<file path="config.mk">
export PLATFORM = sky130hd
export DESIGN_NAME = multicycle_adder
export DESIGN_NICKNAME = d
export VERILOG_FILES = /design/src/rtl/multicycle_adder_pkg.sv /design/src/rtl/chunk_adder.sv /design/src/rtl/multicycle_adder.sv
export SDC_FILE = /design/constraint.sdc
export NUM_CORES = 1
export LEC_CHECK = 0
export CAP_MARGIN = 20
export CORE_MARGIN = 2
export CORE_UTILIZATION = 40
export DETAILED_ROUTE_END_ITERATION = 10
export HOLD_SLACK_MARGIN = 0.1
export PLACE_DENSITY = 0.66
export REMOVE_ABC_BUFFERS = 1
export SYNTH_ARGS = -nofsm -noshare
export SYNTH_HDL_FRONTEND = slang
export SYNTH_SLANG_ARGS = --single-unit
</file>
<file path="constraint.sdc">
create_clock -name clk -period 5.25 [get_ports clk]
set_clock_uncertainty 0.2 [all_clocks]
set_input_delay 1.05 -clock clk [delete_from_list [all_inputs] [get_ports clk]]
set_output_delay 1.05 -clock clk [all_outputs]
set_load 0.1 [all_outputs]
</file>
<file path="src/rtl/multicycle_adder_pkg.sv">
// Shared definitions for the chunk-serial adder: FSM encoding and default geometry.
package multicycle_adder_pkg;

  localparam int unsigned DEFAULT_WIDTH = 32;
  localparam int unsigned DEFAULT_CHUNK = 4;

  typedef enum logic [1:0] {
    StIdle,
    StRun,
    StDone
  } state_t;

endpackage

</file>
<file path="src/rtl/chunk_adder.sv">
// Combinational ripple adder for one chunk; also exposes the carry into its MSB.
module chunk_adder #(
  parameter int unsigned WIDTH = 4
) (
  input  logic [WIDTH-1:0] a,
  input  logic [WIDTH-1:0] b,
  input  logic             cin,
  output logic [WIDTH-1:0] sum,
  output logic             cout,
  output logic             cmsb
);

  logic [WIDTH:0] c;

  always_comb begin
    c    = '0;
    sum  = '0;
    c[0] = cin;
    for (int i = 0; i < WIDTH; i++) begin
      sum[i]  = a[i] ^ b[i] ^ c[i];
      c[i+1]  = (a[i] & b[i]) | (c[i] & (a[i] ^ b[i]));
    end
    cout = c[WIDTH];
    cmsb = c[WIDTH-1];
  end

endmodule

</file>
<file path="src/rtl/multicycle_adder.sv">
// Add/subtract that processes CHUNK bits per clock, LSB chunk first.
module multicycle_adder
  import multicycle_adder_pkg::*;
#(
  parameter int unsigned WIDTH = DEFAULT_WIDTH,
  parameter int unsigned CHUNK = DEFAULT_CHUNK
) (
  input  logic             clk,
  input  logic             reset,
  input  logic             start,
  input  logic             sub,
  input  logic [WIDTH-1:0] a,
  input  logic [WIDTH-1:0] b,
  output logic             busy,
  output logic             done,
  output logic [WIDTH-1:0] sum,
  output logic             carryout,
  output logic             overflow
);

  localparam int unsigned N    = WIDTH / CHUNK;
  localparam int unsigned IW   = (N > 1) ? $clog2(N) : 1;
  localparam logic [IW-1:0] LAST = IW'(N - 1);

  state_t           state;
  logic [WIDTH-1:0] a_q;
  logic [WIDTH-1:0] b_q;
  logic             carry_q;
  logic [IW-1:0]    idx_q;

  logic [CHUNK-1:0] csum;
  logic             cout;
  logic             cmsb;
  logic [WIDTH-1:0] sum_next;

  // Latched operands shift right each cycle so the active chunk is always the low CHUNK bits.
  chunk_adder #(
    .WIDTH(CHUNK)
  ) u_chunk (
    .a   (a_q[CHUNK-1:0]),
    .b   (b_q[CHUNK-1:0]),
    .cin (carry_q),
    .sum (csum),
    .cout(cout),
    .cmsb(cmsb)
  );

  // Result fills from the top; after N cycles chunk k sits at bits [k*CHUNK +: CHUNK].
  assign sum_next = (sum >> CHUNK) | (WIDTH'(csum) << (WIDTH - CHUNK));

  always_ff @(posedge clk or posedge reset) begin
    if (reset) begin
      state    <= StIdle;
      a_q      <= '0;
      b_q      <= '0;
      carry_q  <= 1'b0;
      idx_q    <= '0;
      sum      <= '0;
      carryout <= 1'b0;
      overflow <= 1'b0;
      busy     <= 1'b0;
      done     <= 1'b0;
    end else begin
      unique case (state)
        StIdle, StDone: begin
          done <= 1'b0;
          if (start) begin
            a_q      <= a;
            b_q      <= b ^ {WIDTH{sub}};
            carry_q  <= sub;
            idx_q    <= '0;
            sum      <= '0;
            carryout <= 1'b0;
            overflow <= 1'b0;
            busy     <= 1'b1;
            state    <= StRun;
          end else begin
            state <= StIdle;
          end
        end
        StRun: begin
          a_q     <= a_q >> CHUNK;
          b_q     <= b_q >> CHUNK;
          carry_q <= cout;
          sum     <= sum_next;
          idx_q   <= idx_q + 1'b1;
          if (idx_q == LAST) begin
            idx_q    <= '0;
            carryout <= cout;
            overflow <= cmsb ^ cout;
            busy     <= 1'b0;
            done     <= 1'b1;
            state    <= StDone;
          end
        end
        default: state <= StIdle;
      endcase
    end
  end

endmodule

</file>
Word level (Yosys, flattened, before mapping)
Index checks and enable logic that the tools add are counted.

word-level totals
  register bits = 106
  input port bits = 68
  output and inout port bits = 36
  logic and storage cells = 69

operators by class
  add/subtract/negate cells = 1
  eq/ne operators = 5
  muxes and demuxes = 24
  bitwise gates (word level) = 23
  reduce and logical (&&, ||, !) cells = 6

operators by type and width
  operator                                                         count
  32-bit case mux with 2 select lines                              3
  32-bit two-way mux                                               3
  28-bit by 32-bit OR with 32-bit output                           1
  32-bit bitwise XOR                                               1
  1-bit case mux with 2 select lines                               5
  1-bit bitwise XOR                                                9
  1-bit AND                                                        8
  1-bit two-way mux                                                8
  3-bit two-way mux                                                2
  3-bit case mux with 2 select lines                               1
  2-bit inequality test, second input constant                     2
  1-bit OR                                                         4
  2-bit case mux with 2 select lines                               1
  2-bit AND reduction                                              2
  3-bit by 1-bit adder with 3-bit output, second input constant    1
  3-bit == test, second input constant                             1
  3-bit AND reduction                                              1
  2-bit by 1-bit == test with 1-bit output, second input constant  1
  2-bit == test, second input constant                             1
  2-bit logical NOT                                                1
  2-bit two-way mux                                                1
  2-bit nonzero test                                               1
  2-bit OR reduction                                               1

Logic depth before layout (Yosys ltp)
  depth after elaboration = 12
  gate-level depth with buffers = 8
  gate-level depth less buffers = 8

By module
From an unflattened synthesis, not the netlist that was laid out.

unflattened totals
  cell total of the unflattened synthesis = 393
  area total of the unflattened synthesis = 4594.4 um^2

modules (own cells, without submodules)
  module            times used  cells an instance  area an instance (um^2)  seq. area each (um^2)
  multicycle_adder  1           381                4484.3                   2652.5
  chunk_adder       1           12                 110.1                    0.0

Least setup slack after synthesis
No wires, ideal clock.

  path type = reg2reg
  start point = reg a_q[0]
  end point = reg carry_q
  data arrival time = 2.147 ns
  slack = 2.777 ns
  stages on the path, launching flop included = 8
  buffers on the path = 0
  clock period less this slack = 2.473 ns
  cell sequence = dfrtp_1 inv_1 fa_1 inv_1 fa_1 fa_1 fa_1 a221o_1

between the ends
  cells in the longest elaborated chain, start to end = 10
  elaborated cells on any way between the ends = 11
  those cells by class = mux (1); bitwise (10)

ends and longest elaborated chain
  what                                    RTL line                source
  from (decl)                             multicycle_adder.sv:26  logic [WIDTH-1:0] a_q;
  from (signal assigned)                  multicycle_adder.sv:82  a_q <= a_q >> CHUNK;
  1-bit bitwise XOR                       chunk_adder.sv:21       c[i+1] = (a[i] & b[i]) | (c[i] & (a[i] ^ b[i]));
  1-bit AND                               chunk_adder.sv:21
  1-bit OR (*)                            chunk_adder.sv:21
  1-bit AND (*)                           chunk_adder.sv:21
  1-bit OR (*)                            chunk_adder.sv:21
  1-bit AND (*)                           chunk_adder.sv:21
  1-bit OR (*)                            chunk_adder.sv:21
  1-bit AND (*)                           chunk_adder.sv:21
  1-bit OR (*)                            chunk_adder.sv:21
  1-bit case mux with 2 select lines (*)  multicycle_adder.sv:64  unique case (state)
  to (signal assigned)                    multicycle_adder.sv:70  carry_q <= sub;
  to (signal assigned)                    multicycle_adder.sv:84  carry_q <= cout;
  to (decl)                               multicycle_adder.sv:28  logic carry_q;

Mark *: on every way between the ends. The rest lies on a longest branch, timed or not.
A chain may end at the register's enable or synchronous reset.

Worst setup path in the final report
  start point = reg sum[31]
  end point = out sum[31]

RTL lines
  what                    RTL line                source
  from (decl)             multicycle_adder.sv:16  output logic [WIDTH-1:0] sum,
  from (signal assigned)  multicycle_adder.sv:85  sum <= sum_next;

No word-level cell between the ends.

==> results by group <==
Run status
  – Status: completed

Synthesis
  – Seq cells post-synth: 106
  – Yosys warning count: 0
  – Top post-synthesis cells by area: dfrtp_1 (58%), a22o_1 (7.8%), a221o_1 (6.5%), xnor2_1 (5.5%), a22oi_1 (4.4%)
  – Synth area leader: dfrtp_1
  – Mapped Area: 4600 um2
  – Mapped Cells: 388
  – Avg Cell Area, Syn: 11.9 um2
  – Cell variety after synth: 27
  – Sequential-to-total area share from yosys stat: 57.6%
  – Share of the synthesized area in the top cell type: 57.6%

Clock network
  – Root Buffer: clkbuf_16
  – CTS tree: yes
  – Post_cts resized: 0
  – Setup bufs post-CTS: 0
  – Number of CTS-inserted buffers: 9
  – Clk Latency, worst-skew pair: 340 ps
  – Longest Clk Path Bufs: 2
  – CTS clk-pin slew, worst paths: 70 ps
  – CTS sink count: 106
  – H-Tree Depth: 3
  – Hold-fix buffers, CTS: 0

Route
  – DRT Pass-1 Iters: 4
  – Drt drc: 0
  – WL final: 9690 um
  – WL per Instance: 15.6 um
  – Total number of vias: 3410
  – Antenna-violating nets left: 0
  – DRT iter0 DRCs: 242
  – Post-detailed-route via-to-cell ratio: 5.49

GRT
  – Overflow after GRT: 0
  – First-pass GRT wire length: 16200 um
  – Overall Global Routing Usage: 15.8%
  – Vias in the first global route: 3334
  – Initial antenna violation count: 0
  – Largest net degree at the start of global routing: 94

Die
  – Die height: 111 um
  – I/O Pins: 104
  – Core ar.: 11300 um2
  – Die Span X: 111 um
  – Row cnt: 39
  – Full die area: 12400 um2
  – Initial core utilization: 40.7%

Critical path
  – Total stage count of the critical path: 1
  – Critical path's slowest cell: clkdlybuf4s50_1
  – CP max stage delay: 1150 ps
  – Worst endpoint required time: 4000 ps
  – CP Capture Type: primary output
  – R2R Setup Slk: 2620 ps
  – Buf/Inv on CP: 1
  – Critical path cell sequence: clkdlybuf4s50_1
  – Reg-to-Reg End: overflow
  – Worst EP arrival: 1890 ps
  – Crit-path max FO: 3
  – Critical path's top delay family: buffers and inverters
  – Setup Crit Path Kind: reg2out
  – Worst setup SP type: flip-flop
  – Worst flop-to-flop path startpoint: a_q[0]
  – FF-to-FF path depth: 8

Placed design
  – GP Congestion: 0.770
  – IO Port Bufs: 103
  – Post-Place Cell Area: 5680 um2
  – Dpl hpwl: 6370 um

Timing
  – RSZ-0062 raised after global routing: false
  – Final hold viol count: 0
  – Final period utilization: 59.8%
  – Hold WS: 290 ps
  – Worst-Margin Slew: 1010 ps
  – Final Max Tran Viols: 0
  – Highest clock rate: 0.318 GHz
  – Post-layout min period: 3140 ps
  – Setup TNS: 0 ps
  – Final setup violating endpoints: 0
  – Slew HR: 32.4%

Finish
  – Nets: 547
  – Share of layout cells above drive strength 1: 6.07%
  – Inserted Diodes: 0
  – Area grow syn2layout: 30.6%
  – Finished Cell Area: 6010 um2

Min path
  – HP Class: reg2reg
  – Worst Hold Depth: 2
  – Hold EP: busy
  – Hold Startpoint: busy

Pwr
  – Static Leak: 0.00267 uW
  – Pwr/cell area: 707 nW/um2
  – Maximum vdd drop: 0.481 mV

Flow run
  – Maxcap violations: 0
==> power by group <==
group	total [uW]	switching (uW)	internal, uW
Combinational	2110	1410	703
Sequential	1400	226	1170
Clock	741	313	428
==> metrics by stage <==
step,cells,total power (uW),utilization (%),setup WS (ps)
floorplan,352,2960,-,1210
global placement,604,3480,50.0,2040
detailed placement,605,3540,50.2,2000
CTS,621,4290,53.1,2100
global route,621,4490,53.1,2060
finish,621,4250,53.1,2110
==> layer usage <==
metal,track usage (%),wire [um],vias to the layer above
met5,0,0,-
met3,3.39,554,18
met2,24.7,4360,130
li1,-,-,1578
met1,22.2,4600,1684
met4,5.10,182,0
==> worst max-delay path by stage <==
stage / startpoint / end
2_1_floorplan: reset / a_q[0]
3_3_place_gp: start / b_q[2]
3_5_place_dp: start / b_q[25]
4_1_cts: sum[29] / sum[29]
5_1_grt: sum[30] / sum[30]
6_report: sum[31] / sum[31]
==> cell usage after synthesis <==
cell	number
xor2_1	4
inv_1	6
nand3b_1	1
nand3_1	30
buf_2	23
o2bb2ai_1	1
fa_1	4
a22o_1	41
and2b_4	1
nor2b_4	1
nor2b_1	1
ha_1	2
nand2_1	30
nor2_4	1
o21ai_0	2
nor3_1	3
nand2b_1	2
dfrtp_1	106
a221o_1	30
a22oi_1	27
nor2_1	28
buf_6	3
clkbuf_1	8
o21a_1	1
a21o_1	1
xnor2_1	29
buf_4	2
==> logic make-up after synthesis <==
group	after synthesis	synth area share, %
adder cells (fa/ha/maj)	6	2.28
AO/OA/AOI/OAI	103	19.5
flip-flops	106	57.6
XOR/XNOR	33	6.28
buffers and inverters	42	4.70
AND/OR/NAND/NOR	98	9.65
==> sequential cells by signal, summed over array words and instances (netlist names), 2 cells and up <==
signal  cells
b_q        32
sum        32
idx_q       3
a_q        32
state       2
==> final cells by class <==
class                      instances  area, um2
clock buffer                       9        225
clock inverter                     7        109
fill                            1015       5310
inverter                           6       25.0
multi-input combinational        240       1740
sequential                       106       2650
tap                              143        179
timing repair buffer             110       1090
==> cell usage in the layout (no fill, tap or decap), types with 3 or more instances in the layout <==
cell | synthesis | routed
fa_1 | 4 | 4
inv_1 | 6 | 5
a221o_1 | 30 | 30
nand2_1 | 30 | 30
buf_4 | 2 | 6
clkdlybuf4s50_1 | 0 | 102
a22oi_1 | 27 | 27
a22o_1 | 41 | 41
dfrtp_1 | 106 | 106
nand3_1 | 30 | 30
xor2_1 | 4 | 4
clkbuf_16 | 0 | 9
nor2_1 | 28 | 28
xnor2_1 | 29 | 29
nor3_1 | 3 | 3
Power figures use the tool's default switching activity.
